### src/rtl/pc_redirect_unit.sv
// Fetch-stage program counter with exception/ERET redirection, a one-entry
// pending-redirect buffer for redirects raised under stall, and fetch address-error flag.
//
// state | meaning
// IDLE  | no redirect waiting; pc follows pc_src when not stalled
// PEND  | a redirect arrived during a stall; pend_target applied on release
module pc_redirect_unit #(
  parameter int unsigned WIDTH  = 32,
  parameter logic [WIDTH-1:0] RESET_PC = WIDTH'(32'h0000_3000),
  parameter logic [WIDTH-1:0] EXC_PC   = WIDTH'(32'h0000_4180),
  parameter logic [WIDTH-1:0] IMEM_LO  = WIDTH'(32'h0000_3000),
  parameter logic [WIDTH-1:0] IMEM_HI  = WIDTH'(32'h0000_6FFC),
  parameter int unsigned IMM_W  = 16,
  parameter int unsigned JIMM_W = 26
) (
  input  logic              clk,
  input  logic              reset,
  input  logic [2:0]        pc_src,
  input  logic [WIDTH-1:0]  d_pc,
  input  logic [IMM_W-1:0]  br_imm,
  input  logic [JIMM_W-1:0] j_imm,
  input  logic [WIDTH-1:0]  ra,
  input  logic              stall,
  input  logic              exc_req,
  input  logic              eret_req,
  input  logic [WIDTH-1:0]  epc,
  output logic [WIDTH-1:0]  pc_out,
  output logic              fetch_adel,
  output logic              redirect_pend
);

  localparam logic [0:0] IDLE = 1'b0;
  localparam logic [0:0] PEND = 1'b1;

  localparam int unsigned JF_W = WIDTH - 6;

  localparam logic [2:0] SRC_BR  = 3'd1;
  localparam logic [2:0] SRC_J   = 3'd2;
  localparam logic [2:0] SRC_REG = 3'd3;

  logic [0:0]       state;
  logic [WIDTH-1:0] pc;
  logic [WIDTH-1:0] pend_target;

  logic [WIDTH-1:0] seq_target;
  logic [WIDTH-1:0] dpc_plus4;
  logic [WIDTH-1:0] br_off;
  logic [WIDTH-1:0] br_target;
  logic [JF_W-1:0]  j_field;
  logic [WIDTH-1:0] j_target;
  logic [WIDTH-1:0] next_pc;
  logic             is_redirect;

  assign seq_target = pc + WIDTH'(4);
  assign dpc_plus4  = d_pc + WIDTH'(4);
  assign br_off     = {{(WIDTH-IMM_W){br_imm[IMM_W-1]}}, br_imm} << 2;
  assign br_target  = dpc_plus4 + br_off;
  // Jump index is zero-extended (or truncated) to whatever fits below the 4-bit region.
  assign j_field    = JF_W'(j_imm);
  assign j_target   = {dpc_plus4[WIDTH-1:WIDTH-4], j_field, 2'b00};

  always_comb begin
    next_pc     = seq_target;
    is_redirect = 1'b0;
    case (pc_src)
      SRC_BR:  begin next_pc = br_target; is_redirect = 1'b1; end
      SRC_J:   begin next_pc = j_target;  is_redirect = 1'b1; end
      SRC_REG: begin next_pc = ra;        is_redirect = 1'b1; end
      default: begin next_pc = seq_target; is_redirect = 1'b0; end
    endcase
  end

  always_ff @(posedge clk or negedge reset) begin
    if (!reset) begin
      pc          <= RESET_PC;
      state       <= IDLE;
      pend_target <= '0;
    end else if (exc_req) begin
      pc    <= EXC_PC;
      state <= IDLE;
    end else if (eret_req) begin
      pc    <= epc;
      state <= IDLE;
    end else if (stall) begin
      // Only the first redirect seen during a stall is kept.
      if (state == IDLE && is_redirect) begin
        pend_target <= next_pc;
        state       <= PEND;
      end
    end else if (state == PEND) begin
      pc    <= pend_target;
      state <= IDLE;
    end else begin
      pc <= next_pc;
    end
  end

  assign pc_out        = pc;
  assign redirect_pend = (state == PEND);
  assign fetch_adel    = (pc[1:0] != 2'b00) || (pc < IMEM_LO) || (pc > IMEM_HI);

endmodule

### config.mk
export PLATFORM = sky130hd
export DESIGN_NAME = pc_redirect_unit
export DESIGN_NICKNAME = d
export VERILOG_FILES = /design/src/rtl/pc_redirect_unit.sv
export SDC_FILE = /design/constraint.sdc
export NUM_CORES = 1
export LEC_CHECK = 0
export ABC_AREA = 0
export BUFFER_PORTS_ARGS = -buffer_cell sky130_fd_sc_hd__buf_2
export CAP_MARGIN = 5
export CELL_PAD_IN_SITES_DETAIL_PLACEMENT = 0
export CELL_PAD_IN_SITES_GLOBAL_PLACEMENT = 1
export CORE_UTILIZATION = 40
export DETAILED_ROUTE_END_ITERATION = 12
export PLACE_DENSITY = 0.87
export REMOVE_ABC_BUFFERS = 1
export SETUP_SLACK_MARGIN = 0.15
export SLEW_MARGIN = 25
export SYNTH_ARGS = -nofsm -noshare
export SYNTH_HDL_FRONTEND = slang
export SYNTH_SLANG_ARGS = --single-unit
### constraint.sdc
create_clock -name clk -period 5.82 [get_ports clk]
set_input_delay 0.582 -clock clk [delete_from_list [all_inputs] [get_ports clk]]
set_output_delay 0.582 -clock clk [all_outputs]
set_load 0.005 [all_outputs]
Word-level counts from Yosys, hierarchy flattened
Cells that the tools add are included.

storage, ports and cells
  input bits = 146
  bits in registers = 65
  output and inout port bits = 34
  logic and storage cells = 32

cells by class
  reduce and logical (&&, ||, !) cells = 6
  $lt $le $gt $ge = 2
  muxes and demuxes = 10
  bitwise gates (word level) = 3
  equal/unequal tests = 5
  $add $sub $neg = 3

operators by type and width
  cell                                                                               count
  32-bit two-way mux                                                                 4
  32-bit one-hot mux with 3 select lines                                             1
  32-bit by 3-bit adder with 32-bit output, second input constant                    2
  32-bit adder                                                                       1
  32-bit by 15-bit greater-than comparator with 1-bit output, second input constant  1
  32-bit by 14-bit < comparator with 1-bit output, second input constant             1
  3-bit by 2-bit == test with 1-bit output, second input constant                    2
  1-bit two-way mux                                                                  5
  4-bit by 1-bit != test with 1-bit output, second input constant                    1
  4-bit AND reduction                                                                1
  3-bit by 1-bit == test with 1-bit output, second input constant                    1
  3-bit by 1-bit != test with 1-bit output, second input constant                    1
  1-bit inverter                                                                     3
  3-bit OR reduction                                                                 1
  1-bit logical OR                                                                   2
  2-bit nonzero test                                                                 1
  1-bit logical AND                                                                  1

Longest topological paths before layout
  depth after elaboration = 8
  depth in mapped cells = 17
  gate-level depth less buffers = 15

Least setup slack after synthesis
No wires, ideal clock.

  kind = input port to flip-flop
  from = input d_pc[6]
  to = register pc[29], in the netlist pc_out[29]
  arrival = 4002 ps
  path slack = 1684 ps
  required time = 5686 ps
  setup time = 134 ps
  buffers on the path = 1
  stages = 14
  cell sequence = nand4_1 -> nor4_1 -> and2_0 -> clkbuf_1 -> xor2_1 -> ha_1 -> a21o_1 -> a21o_1 -> a2111oi_0 -> nor3_1 -> nor3_1 -> mux2_2 -> a2111oi_0 -> o21ai_0

on the way
  word-level cells in the longest chain between the ends = 7

RTL lines
  item                                        RTL line  source
  start: declaration                          19        input logic [WIDTH-1:0] d_pc,
  32-bit by 3-bit adder with 32-bit output *  55        assign dpc_plus4 = d_pc + WIDTH'(4);
  32-bit adder                                57        assign br_target = dpc_plus4 + br_off;
  32-bit one-hot mux with 3 select lines *    65        case (pc_src)
  32-bit two-way mux *                        90        end else if (state == PEND) begin
  32-bit two-way mux *                        84        end else if (stall) begin
  32-bit two-way mux *                        81        end else if (eret_req) begin
  32-bit two-way mux *                        78        end else if (exc_req) begin
  end signal: assignment                      82        pc <= epc;
  end signal: assignment                      91        pc <= pend_target;
  end signal: assignment                      94        pc <= next_pc;
  end: declaration                            42        logic [WIDTH-1:0] pc;

Every way passes the cells marked *; elsewhere a longest branch is shown, timed or not. The select of a mux whose other input is x is not followed.
A chain may end at the register's enable or synchronous reset.

Worst setup path in the final report
  from = input d_pc[5]
  to = register pc[29], in the netlist pc_out[29]

Same word-level chain as after synthesis.

==> results.py <==
metrics = {
    "yosys": {
        "synthDominantAreaCellType": "sky130_fd_sc_hd__dfrtp_1",
        "post-synth-top-area-fraction_pct": 22.79,
        "synth_simple_gate_area_share_pct": 24.73,
        "compound_cell_area_share_of_the_yosys_netlist_pct": 27.41,
        "synth_enable_flop_cells": 0,
        "synth_area_mm2": 0.006917,
        "synth_cells": 929,
        "post_synth.cell_area_avg_um2": 7.445,
        "synth_async_sr_flop_share_pct": 100.0,
        "dominant_cells_by_area_after_synthesis": "sky130_fd_sc_hd__dfrtp_1 (23%), sky130_fd_sc_hd__nand2_1 (7.5%), sky130_fd_sc_hd__ha_1 (6.2%), sky130_fd_sc_hd__a21oi_1 (5.4%), sky130_fd_sc_hd__o21ai_0 (5.0%)",
        "post_synth_fa_ha_maj_area_fraction_pct": 6.440,
        "post_synth_xor_area_fraction_pct": 8.991,
        "muxShareOfSynthArea_pct": 4.124,
        "synth_top_family_by_area": "compound AO/OA/AOI/OAI gates",
        "synth-seq-area-share_pct": 23.55,
        "number_of_synthesis_warnings": 0,
        "yosys.cell_types.count": 70,
        "yosys_most_used_dff": "sky130_fd_sc_hd__dfrtp_1",
        "postSynthRegisterBits": 65,
    },
    "timing": {
        "setup_viol_count_final": 0,
        "timing_max_transition_violations_final": 0,
        "min_period_over_period_pct": 73.37,
        "f_max_mhz": 234.2,
        "final_hold_viol_count": 0,
        "setup-tns-final_ns": 0,
        "worstMarginPinSlew_ns": 0.8594,
        "setup_repair_after_global_routing_missed_its_margin": "no",
        "clock_period_minus_final_worst_setup_slack_ns": 4.270,
        "slew-limit-headroom_pct": 42.64,
        "worst_clock_skew_ns": 0.006228,
    },
    "cts": {
        "cts_tree": "yes",
        "cts.htree.levels": 3,
        "tritoncts.num_buffers": 9,
        "cts_hold_buffers": 0,
        "clock_path_buffers": 2,
        "postCtsResizedCells": 0,
        "insertion_delay_ns": 0.34,
        "clock-root-buffer": "sky130_fd_sc_hd__clkbuf_16",
        "cts_post_setup_buffers_inserted": 0,
        "cts.reportedPaths.clkPinSlew_ns": 0.06,
        "clock-sinks": 65,
    },
    "cells_and_area": {
        "highest_count_cells_in_the_layout_ignoring_fill_and_taps": "sky130_fd_sc_hd__buf_2 (179), sky130_fd_sc_hd__nand2_1 (138), sky130_fd_sc_hd__nor2_1 (78)",
        "synthToLayoutAreaGrowth_pct": 19.75,
        "drive_gt1_share_pct": 20.76,
        "regArea_mm2": 0.001629,
        "multiInputGateArea_mm2": 0.004959,
        "design.final.nets": 1255,
        "diodes": 0,
        "most_frequent_standard_cell_in_the_layout_excluding_fill_and_tap_cells": "sky130_fd_sc_hd__buf_2",
        "postLayoutCellArea_mm2": 0.008283,
        "fill_cells": 1753,
    },
    "critical_path": {
        "worstSetupEndpoint": "pc_out[29]",
        "origin_of_the_critical_flop_to_flop_path": "pc_out[2]",
        "critPathArrivalTime_ns": 4.48,
        "end_kind": "flop",
        "ff2ff_path_depth": 9,
        "start_kind": "primary input",
        "critical_path_class": "in -> reg",
        "worstSetupStartpoint": "d_pc[5]",
        "worstPathRequired_ns": 6.03,
        "rr_endpoint": "pc_out[26]",
        "regToRegSetupSlack_ns": 2.98,
        "path_max_fanout": 5,
    },
    "run_status": {
        "outcome": "complete, no violations",
    },
    "power": {
        "power_density_mw_per_mm2": 208.6,
        "vdd_drop_max_mv": 0.1572,
        "total_leakage_power_nw": 3.795,
    },
    "floorplan": {
        "start_util_pct": 41.27,
        "row_count": 47,
        "chipWidth_um": 133.5,
        "core_area_mm2": 0.01676,
        "io_pins": 180,
        "die_h_um": 133.5,
        "die_area_mm2": 0.01782,
    },
    "routing": {
        "drc_errors": 0,
        "detail_route.iter0.violations": 501,
        "detail_route.wirelength_mm": 23.38,
        "viasPerCell": 5.726,
        "firstDrtPassIters": 7,
        "wire_per_inst_um": 18.00,
        "drt.antenna.violating_nets": 0,
        "detailroute.via_count": 7438,
    },
    "flow_run": {
        "cap_viol_max_count": 0,
    },
    "global_routing": {
        "groute.layer.met2.usage_pct": 41.75,
        "vias_in_the_first_global_route": 6794,
        "use_met3_pct": 2.854,
        "largest_net_degree_at_the_start_of_global_routing": 66,
        "grt_antenna_before_repair": 0,
        "grt_most_used_layer": "met2",
        "track_usage_pct": 26.23,
        "first_pass_grt_wire_length_mm": 36.40,
        "gr-usage-met1_pct": 37.36,
        "grt.overflow.total": 0,
    },
    "placement": {
        "place.gp.congestion": 0.9116,
        "instance_area_at_placement_mm2": 0.007961,
        "place.port_buffers": 179,
        "post_dp_hpwl_mm": 17.34,
    },
    "hold_path": {
        "hold_class": "in -> async",
    },
}
-- worst min path at each step --
stage,start,end,slack [ns],cells past startpoint
after detailed placement,pend_target[21],pend_target[21],0.46,2
after floorplan,reset,pc_out[0],0.29,0
after global routing,epc[8],pc_out[8],0.49,3
after CTS,epc[14],pc_out[14],0.45,3
after global placement,pend_target[26],pend_target[26],0.45,2
final,reset,pc_out[10],0.44,2
-- worst max-delay path, cell delays in order --
cell and delay (ns):
sky130_fd_sc_hd__buf_2 0.14, sky130_fd_sc_hd__nand4_1 0.19, sky130_fd_sc_hd__nor4_1 0.32, sky130_fd_sc_hd__buf_4 0.18
sky130_fd_sc_hd__and2_0 0.27, sky130_fd_sc_hd__xor2_1 0.22, sky130_fd_sc_hd__ha_1 0.28, sky130_fd_sc_hd__a21o_1 0.21
sky130_fd_sc_hd__a21o_1 0.19, sky130_fd_sc_hd__a2111oi_0 0.40, sky130_fd_sc_hd__nor3_1 0.11, sky130_fd_sc_hd__nor3_1 0.45
sky130_fd_sc_hd__mux2_2 0.41, sky130_fd_sc_hd__a2111oi_0 0.40, sky130_fd_sc_hd__o21ai_0 0.12
-- report_power, final --
part | switching, mW | internal (mW) | leakage (nW) | total [mW]
registers | 0.0607 | 0.525 | 0.811 | 0.585
clock network | 0.202 | 0.386 | 0.159 | 0.588
logic | 0.323 | 0.232 | 2.82 | 0.555
-- cell usage after synthesis, types with 3 or more instances --
cell	number
sky130_fd_sc_hd__dfrtp_1	63
sky130_fd_sc_hd__nand2_1	138
sky130_fd_sc_hd__inv_1	23
sky130_fd_sc_hd__ha_1	34
sky130_fd_sc_hd__o21ai_0	69
sky130_fd_sc_hd__mux2_2	4
sky130_fd_sc_hd__buf_2	4
sky130_fd_sc_hd__nor4_1	8
sky130_fd_sc_hd__a2111oi_0	7
sky130_fd_sc_hd__a21oi_1	75
sky130_fd_sc_hd__or3_1	3
sky130_fd_sc_hd__a211oi_1	15
sky130_fd_sc_hd__and3_1	15
sky130_fd_sc_hd__nand4_1	23
sky130_fd_sc_hd__mux2i_1	24
sky130_fd_sc_hd__nor3_1	21
sky130_fd_sc_hd__clkbuf_1	48
sky130_fd_sc_hd__a21o_1	14
sky130_fd_sc_hd__a221oi_1	7
sky130_fd_sc_hd__o211ai_1	12
sky130_fd_sc_hd__a311oi_1	3
sky130_fd_sc_hd__a22oi_1	6
sky130_fd_sc_hd__nor3b_1	3
sky130_fd_sc_hd__nor2_1	78
sky130_fd_sc_hd__a22o_1	4
sky130_fd_sc_hd__xnor2_1	39
sky130_fd_sc_hd__and2_1	12
sky130_fd_sc_hd__a21boi_0	3
sky130_fd_sc_hd__nand3_1	19
sky130_fd_sc_hd__o221ai_1	8
sky130_fd_sc_hd__o21a_1	9
sky130_fd_sc_hd__o31ai_1	6
sky130_fd_sc_hd__nand2b_1	9
sky130_fd_sc_hd__a221o_1	5
sky130_fd_sc_hd__o22ai_1	6
sky130_fd_sc_hd__and4_1	13
sky130_fd_sc_hd__a211o_1	4
sky130_fd_sc_hd__buf_1	6
sky130_fd_sc_hd__xor2_1	32
sky130_fd_sc_hd__a31oi_1	15
sky130_fd_sc_hd__nor2b_1	5
-- through the flow --
step	power [mW]	worst slack (ns)	hold WS (ns)	std cells	util, %
detailed placement	1.139	1.254	0.4619	1283	47.50
global placement	1.132	1.330	0.4546	1283	47.50
floorplan	0.9149	1.734	0.2864	869	-
CTS	1.726	1.577	0.4546	1299	49.42
finish	1.728	1.550	0.4425	1299	49.42
global route	1.824	1.106	0.4908	1299	49.42
-- routing by layer --
layer | part of all wire, % | up-vias
met1 | 47 | 3431
met5 | 0 | -
li1 | - | 3703
met4 | 1.7 | 0
met3 | 6.4 | 26
met2 | 45 | 278
-- cell families (layout without fill, tap and decap cells) --
group	after synthesis	count (layout)
AND/OR/NAND/NOR	358	358
AO/OA/AOI/OAI	288	288
buffers and inverters	84	234
XOR/XNOR	71	71
flip-flops	65	65
adder cells (fa/ha/maj)	35	35
multiplexers	28	28
-- cell type report --
| cell class | instances | share of cell area, % |
|---|---|---|
| clock buffers | 11 | 2.931 |
| clock inverters | 5 | 0.9517 |
| repair buffers | 194 | 12.18 |
| flip-flops and latches | 65 | 19.67 |
| multi-input cells | 780 | 59.86 |
| inverters | 24 | 1.088 |
| well taps | 220 | 3.323 |
-- registers in the layout (all words and copies together), names as in the netlist --
register,cells
pc_out,32
pend_target,32
redirect_pend,1
(Power assumes the default switching activity.)
